$ cat src/rtl/ball_engine.sv
// Multi-ball sprite engine: per-frame motion/bounce during vertical blanking and
// a two-stage filled-circle renderer feeding the VGA pins.
module ball_engine #(
  parameter int NUM_BALLS = 4,
  parameter int IDX_W     = 2,
  parameter int RADIUS_W  = 3,
  parameter int STEP_W    = 4,
  parameter int H_ACTIVE  = 640,
  parameter int V_ACTIVE  = 480
) (
  input  logic                clk,
  input  logic                rst,
  input  logic [10:0]         vcounter,
  input  logic [11:0]         hcounter,
  input  logic                visible,
  input  logic [RADIUS_W-1:0] radius,
  input  logic                run,
  input  logic                load,
  input  logic [IDX_W-1:0]    load_idx,
  input  logic [10:0]         load_x,
  input  logic [10:0]         load_y,
  input  logic [STEP_W-1:0]   load_dx,
  input  logic [STEP_W-1:0]   load_dy,
  input  logic [2:0]          load_color,
  output logic                update_done,
  output logic                VGA_R,
  output logic                VGA_G,
  output logic                VGA_B
);

  localparam int RW2 = 2 * RADIUS_W;

  typedef enum logic [1:0] {IDLE, UPD, DONE} state_t;

  state_t                state;
  logic [IDX_W-1:0]      idx;
  logic [RADIUS_W-1:0]   r_q;
  logic                  cond_q;
  logic                  frame_cond;
  logic                  sof;

  logic [10:0]           bx   [NUM_BALLS];
  logic [10:0]           by   [NUM_BALLS];
  logic [STEP_W-1:0]     bdx  [NUM_BALLS];
  logic [STEP_W-1:0]     bdy  [NUM_BALLS];
  logic [2:0]            bcol [NUM_BALLS];
  logic [NUM_BALLS-1:0]  bact;

  logic [23:0]           sqh1 [NUM_BALLS];
  logic [23:0]           sqv1 [NUM_BALLS];
  logic [2:0]            col1 [NUM_BALLS];
  logic [NUM_BALLS-1:0]  act1;
  logic [RW2-1:0]        rsq1;
  logic                  vis1;
  logic [2:0]            pix;

  // One axis step: returns {new position, new velocity}; bounces clamp to the
  // edge-minus-radius and reverse the velocity.
  function automatic logic [10+STEP_W:0] move_axis(input logic [10:0] p,
                                                   input logic [STEP_W-1:0] d,
                                                   input logic [RADIUS_W-1:0] r,
                                                   input logic [12:0] lim);
    logic signed [12:0] n, lo, hi;
    logic [STEP_W-1:0]  nd;
    n  = $signed({2'b00, p}) + $signed({{(13-STEP_W){d[STEP_W-1]}}, d});
    lo = $signed({{(13-RADIUS_W){1'b0}}, r});
    hi = $signed(lim) - 13'sd1 - lo;
    nd = -d;
    if (d[STEP_W-1] && (n < lo)) return {lo[10:0], nd};
    else if (!d[STEP_W-1] && (d != '0) && (n > hi)) return {hi[10:0], nd};
    else return {n[10:0], d};
  endfunction

  function automatic logic [11:0] absdiff(input logic [11:0] a, input logic [11:0] b);
    return (a >= b) ? (a - b) : (b - a);
  endfunction

  function automatic logic [23:0] sq12(input logic [11:0] a);
    return {12'd0, a} * {12'd0, a};
  endfunction

  assign frame_cond = (vcounter == 11'(V_ACTIVE)) && (hcounter == 12'd0);
  assign sof        = frame_cond && !cond_q;

  // Frame-update FSM and ball slot storage; a load is written last so it wins
  // over the update of the same slot.
  always_ff @(posedge clk) begin
    if (rst) begin
      state       <= IDLE;
      idx         <= '0;
      update_done <= 1'b0;
      r_q         <= '0;
      cond_q      <= 1'b0;
      bact        <= '0;
      for (int i = 0; i < NUM_BALLS; i++) begin
        bx[i]   <= 11'd0;
        by[i]   <= 11'd0;
        bdx[i]  <= '0;
        bdy[i]  <= '0;
        bcol[i] <= 3'd0;
      end
    end else begin
      cond_q      <= frame_cond;
      update_done <= 1'b0;
      case (state)
        IDLE: begin
          if (sof) begin
            state <= UPD;
            idx   <= '0;
            r_q   <= radius;
          end
        end
        UPD: begin
          if (bact[idx] && run) begin
            {bx[idx], bdx[idx]} <= move_axis(bx[idx], bdx[idx], r_q, 13'(H_ACTIVE));
            {by[idx], bdy[idx]} <= move_axis(by[idx], bdy[idx], r_q, 13'(V_ACTIVE));
          end
          if (idx == IDX_W'(NUM_BALLS - 1)) begin
            state       <= DONE;
            update_done <= 1'b1;
          end else begin
            idx <= idx + 1'b1;
          end
        end
        DONE:    state <= IDLE;
        default: state <= IDLE;
      endcase
      if (load && (32'(load_idx) < NUM_BALLS)) begin
        bx[load_idx]   <= load_x;
        by[load_idx]   <= load_y;
        bdx[load_idx]  <= load_dx;
        bdy[load_idx]  <= load_dy;
        bcol[load_idx] <= load_color;
        bact[load_idx] <= 1'b1;
      end
    end
  end

  // Draw stage 1: squared distances per ball plus the context they are judged against.
  always_ff @(posedge clk) begin
    if (rst) begin
      vis1 <= 1'b0;
      act1 <= '0;
      rsq1 <= '0;
      for (int i = 0; i < NUM_BALLS; i++) begin
        sqh1[i] <= 24'd0;
        sqv1[i] <= 24'd0;
        col1[i] <= 3'd0;
      end
    end else begin
      vis1 <= visible;
      act1 <= bact;
      rsq1 <= RW2'(r_q) * RW2'(r_q);
      for (int i = 0; i < NUM_BALLS; i++) begin
        sqh1[i] <= sq12(absdiff(hcounter, {1'b0, bx[i]}));
        sqv1[i] <= sq12(absdiff({1'b0, vcounter}, {1'b0, by[i]}));
        col1[i] <= bcol[i];
      end
    end
  end

  // Draw stage 2 compare: descending scan so the lowest-index hit is left standing.
  always_comb begin
    pix = 3'b000;
    for (int i = NUM_BALLS - 1; i >= 0; i--) begin
      pix = (act1[i] && (({1'b0, sqh1[i]} + {1'b0, sqv1[i]}) <= 25'(rsq1))) ? col1[i] : pix;
    end
  end

  // Draw stage 2 output register, blanked outside active video.
  always_ff @(posedge clk) begin
    if (rst) begin
      {VGA_R, VGA_G, VGA_B} <= 3'b000;
    end else begin
      {VGA_R, VGA_G, VGA_B} <= vis1 ? pix : 3'b000;
    end
  end

endmodule

$ cat config.mk
export PLATFORM = sky130hd
export DESIGN_NAME = ball_engine
export DESIGN_NICKNAME = d
export VERILOG_FILES = /design/src/rtl/ball_engine.sv
export SDC_FILE = /design/constraint.sdc
export NUM_CORES = 2
export LEC_CHECK = 0
export ABC_AREA = 0
export ABC_CLOCK_PERIOD_IN_PS = 10600
export BUFFER_PORTS_ARGS = -buffer_cell sky130_fd_sc_hd__buf_2
export CAP_MARGIN = 20
export CORE_UTILIZATION = 26
export CTS_CLUSTER_SIZE = 14
export DETAILED_ROUTE_END_ITERATION = 12
export GPL_TIMING_DRIVEN = 1
export SYNTH_ARGS = -nofsm -noshare
export SYNTH_HDL_FRONTEND = slang
export SYNTH_SLANG_ARGS = --single-unit
$ cat constraint.sdc
create_clock -name clk -period 10.6 [get_ports clk]
set_input_delay 0 -clock clk [delete_from_list [all_inputs] [get_ports clk]]
set_output_delay 0 -clock clk [all_outputs]
set_load 0.02 [all_outputs]
Yosys cells after proc, flatten, opt, wreduce, memory -nomap -nowiden
Memories as Yosys holds them, arrays and structs flattened.
Index checks and enable logic that the tools add are counted.
{ "totals": {"ram_bits": 216, "out_inout_bits": 4, "elab_cells": 242, "inputBits": 66, "memories": 4, "regBits": 147} }
{ "classes": {"eq_ne": 6, "order_cmp": 23, "n_reduce_logical": 30, "muxes": 98, "addsub": 27, "bitwise": 17, "mul": 9} }
{ "mem_list": {"columns": ["memory", "words", "word_bits", "rd", "rd_ports_with_merged_regs", "write_ports", "line", "rtl"], "rows": [
  ["sqh1", 4, 24, 4, 0, 4, "49", "logic [23:0] sqh1 [NUM_BALLS];"],
  ["sqv1", 4, 24, 4, 0, 4, "50", "logic [23:0] sqv1 [NUM_BALLS];"],
  ["bcol", 4, 3, 4, 0, 4, "46", "logic [2:0] bcol [NUM_BALLS];"],
  ["col1", 4, 3, 4, 0, 4, "51", "logic [2:0] col1 [NUM_BALLS];"]
]} }
{ "op_table": {"columns": ["operator", "n"], "rows": [
  ["2-to-1 mux 44 bit", 8],
  ["multiplier 12 x 12 -> 24 bit", 8],
  ["2-to-1 mux 24 bit", 8],
  ["bitwise mux 44 bit", 4],
  ["2-to-1 mux 15 bit", 10],
  ["2-to-1 mux 16 bit", 8],
  ["adder 24 x 24 -> 25 bit", 4],
  ["<= comparator 25 x 6 -> 1 bit", 4],
  ["2-to-1 mux 12 bit", 8],
  ["subtractor 11 x 11 -> 12 bit", 8],
  ["2-to-1 mux 11 bit", 6],
  ["bitwise mux 16 bit", 4],
  ["greater-or-equal comparator 12 x 11 -> 1 bit", 4],
  ["subtractor 11 x 12 -> 12 bit", 4],
  ["subtractor 12 x 11 -> 12 bit", 4],
  ["binary-select mux 11 bit (select 2 bit)", 2],
  ["demux 11 bit (select 2 bit)", 2],
  ["greater-or-equal comparator 11 bit", 4],
  ["2-to-1 mux 3 bit", 9],
  ["adder 12 x 4 -> 13 bit", 2],
  ["< comparator 13 x 4 -> 1 bit", 2],
  ["2-to-1 mux 4 bit", 6],
  ["binary-select mux 4 bit (select 2 bit)", 2],
  ["demux 4 bit (select 2 bit)", 2],
  ["other kinds (34)", 87]
]} }

Longest topological paths before layout
{ "logic_depth": {"word_depth": 18, "mapped_depth": 39, "mapped_depth_nobuf": 37} }

Worst setup path before layout
OpenSTA, ideal clock, no wires.
{ "synth_path": {"path_type": "register -> register", "startpoint": "reg bx[33] (netlist bit)", "endpoint": "mem sqh1[0][23]", "n_path_buf": 2, "arrival_ns": 8.407, "synth_period_minus_slack_ns": 8.477, "path_stages_with_launch": 37, "setup_slack_ns": 2.123, "setup_time_ns": 0.070, "required_time_ns": 10.530, "path_cell_list": "dfxtp_1 -> ha_1 -> inv_1 -> fa_1 -> a211oi_2 -> o21ai_1 -> o21a_1 -> o41a_1 -> nor2_1 -> buf_2 -> mux2_2 -> a221o_1 -> a41oi_2 -> nand2_1 -> xnor2_1 -> buf_2 -> nor2_1 -> fa_1 -> inv_1 -> fa_1 -> inv_1 -> fa_1 -> fa_1 -> inv_1 -> fa_1 -> inv_1 -> ha_1 -> a21o_1 -> a21oi_1 -> nor2b_1 -> a211oi_1 -> o21ai_0 -> o41ai_1 -> o21ai_0 -> a31o_2 -> or3_1 -> a21oi_1"} }
{ "synth_rtl": {"columns": ["item", "line", "rtl"], "rows": [
  ["from (decl)", "42", "logic [10:0] bx [NUM_BALLS];"],
  ["from (signal, indexed assignment)", "115", "{bx[idx], bdx[idx]} <= move_axis(bx[idx], bdx[idx], r_q, 13'(H_ACTIVE));"],
  ["from (signal, indexed assignment)", "129", "bx[load_idx] <= load_x;"],
  ["to (decl)", "49", null]
]} }

==> results.toml <==
[synth]
ys_seq_area_share_pct = 12.7
synthFlopType = "dfxtp_1"
synth_seq_cells = 354
synth_edf_count = 3
synth_cell_type_count = 96
async_flop_share_pct = 0
syn_inst = 6713
syn-cell-area_mm2 = 0.0559
syn_nets = 8208
avgSynthCellArea_um2 = 8.33
ys_warn_count = 0

[placement]
place_inst = 9478
place_congestion = 0.910
io_buffers = 69
hpwl_mm = 132

[critical_path]
slowest_stage = "fa_1"
crit_path_frequent_cell = "fa_1"
arrival_ns = 9.97
cp_max_fo = 12
max_stage_delay_ns = 0.59
start_kind = "input pin"
crit_buf_inv = 7
critical_path_class = "input pin to flop"
crit_family = "adder cells"
worstPathRequired_ns = 11.17
cp-end-kind = "flop"

[clock_network]
ctsResizeCount = 0
clk_latency_ns = 0.64
cts_hold_buf = 43
cts_tree = "yes"
htree_levels = 2
cts_setup_buffers = 0
cts_root_buffer = "clkbuf_16"
clockBufferDepth = 3
numCtsBuffers = 45
path_clk_slew_ns = 0.06
cts.sinks = 354

[timing]
tns_ns = 0
slew_viol_final = 0
min_period_ns = 9.40
post-route-period-util_pct = 88.7
worst_pin_slew_ns = 1.27
hold_viol = 0
skew_ns = 0.0491
fmaxAchievable_ghz = 0.106
final-setup-viol-count = 0
rsz0062_at_grt = "false"
hold_ws_ns = 0.0442
max_slew_margin_pct = 15.6

[run]
cap_violations = 0

[global_routing]
grt_max_degree = 109
antenna_found_initial = 27
grt_pass1_wl_mm = 259
track_usage_pct = 14.9
first_global_vias = 47100
grt-ovfl-total = 0

[final_layout]
fin_util_pct = 29.0
fin_nets = 8244
syn2layout_area_growth_pct = 10.4
final_cells = 9615
drive_gt1_share_pct = 6.75

[floorplan]
dieArea_mm2 = 0.217
num_io_pins = 70
rows = 169
die_h_um = 466
die_w_um = 466
core_area_mm2 = 0.213
initial_utilization_pct = 26.3

[routing]
drt_pass1_iterations = 6
antenna_left = 0
routed_via_density = 4.79
drc = 0
drtIter0Drc = 3060
wl_per_cell_um = 16.9
wirelength_mm = 162
vias = 46100

[status]
status = "finished, final reports clean"

[worst_hold_path]
hp-class = "input pin to flop"
-- cells in the mapped netlist, drive strengths merged (100+ instances only) --
master  count  area [µm²]
o21ai     320        1600
inv      1218        4570
nor3      100         500
nand2     394        1480
dfxtp     351        7030
xor2      105         927
a21oi     378        1910
nor2b     100         626
clkbuf    194         729
ha        786        9830
fa        643       12900
nor2      746        2800
xnor2     174        1550
nand2b    101         632
-- layout by cell type, fill, tap and decap left out, drive strengths merged, types with 31 or more instances in the layout --
| cell | n |
|---|---|
| a211oi | 40 |
| a21o | 99 |
| a21oi | 378 |
| a31oi | 64 |
| and3 | 31 |
| buf | 169 |
| clkbuf | 54 |
| dfxtp | 351 |
| dlygate4sd3 | 43 |
| fa | 643 |
| ha | 786 |
| inv | 1222 |
| mux2 | 36 |
| mux2i | 69 |
| mux4 | 31 |
| nand2 | 394 |
| nand2b | 101 |
| nand3 | 73 |
| nand4 | 42 |
| nor2 | 746 |
| nor2b | 100 |
| nor3 | 100 |
| o211ai | 39 |
| o21a | 33 |
| o21ai | 320 |
| o21bai | 47 |
| or2 | 98 |
| xnor2 | 174 |
| xor2 | 105 |
-- routing by layer --
metal  global-route usage (%)  routed length (µm)  part of all wire (%)
met1                     18.8               69500                    43
met2                     26.2               78800                    49
met3                     1.55                7900                   4.9
met4                     5.05                5850                   3.6
met5                        0                  61                 0.038
-- registers in the layout, indices dropped and copies added (netlist names), 2 cells and up --
name   count
bdy       16
state      2
col1      12
bact       4
bdx       16
by        44
sqv1      92
r_q        3
sqh1      92
act1       4
bx        44
idx        2
rsq1       5
bcol      12
-- final cells by class --
class                   count  area [µm²]
diodes                      8        20.0
clock buffers              54        1230
clock inverters            30         370
fillers                 22600      151000
inverters                1219        4580
multi-input cells        4917       43400
flip-flops and latches    354        7120
well taps                2821        3530
repair buffers            212        1530
-- logic make-up (layout without fill, tap and decap cells) --
group                    count (synthesis)  after routing  share of synthesized area, %
AND/OR/NAND/NOR                       1813           1813                          15.0
buffers and inverters                 1442           1515                          9.76
adder cells (fa/ha/maj)               1429           1429                          40.6
AO/OA/AOI/OAI                         1259           1259                          14.3
flip-flops                             354            354                          12.7
XOR/XNOR                               280            280                          4.48
multiplexers                           136            136                          3.21
other                                    0              8                             0
-- metrics by stage --
stage,instance area [µm²],setup WS [ns]
2_1_floorplan,55900,2.12
5_1_grt,61800,0.725
3_3_place_gp,59700,1.20
4_1_cts,61700,1.29
3_5_place_dp,59700,1.11
6_report,61800,1.20
-- tightest hold or removal path: cells and delay by family --
kind	cells	cell delay [ns]
buffers and inverters	1	0.13
and+or+nand+nor	3	0.49
-- worst paths after layout --
check                                               to            startpoint  slack [ns]  cells after the start
worst max-delay path            sqh1[1][23]$_SDFF_PP0_           hcounter[2]        1.20                     37
worst min register to register   col1[3][2]$_SDFF_PP0_  bcol[3][2]$_DFFE_PP_        0.45                      1
worst max register to register  sqh1[1][23]$_SDFF_PP0_     bx[22]$_SDFF_PP0_        1.21                     35
worst min-delay path                 bx[12]$_SDFF_PP0_             load_x[1]        0.04                      4
Power is not shown: default switching activity piles up to over one toggle a cycle in this logic, so the estimate is an artifact.
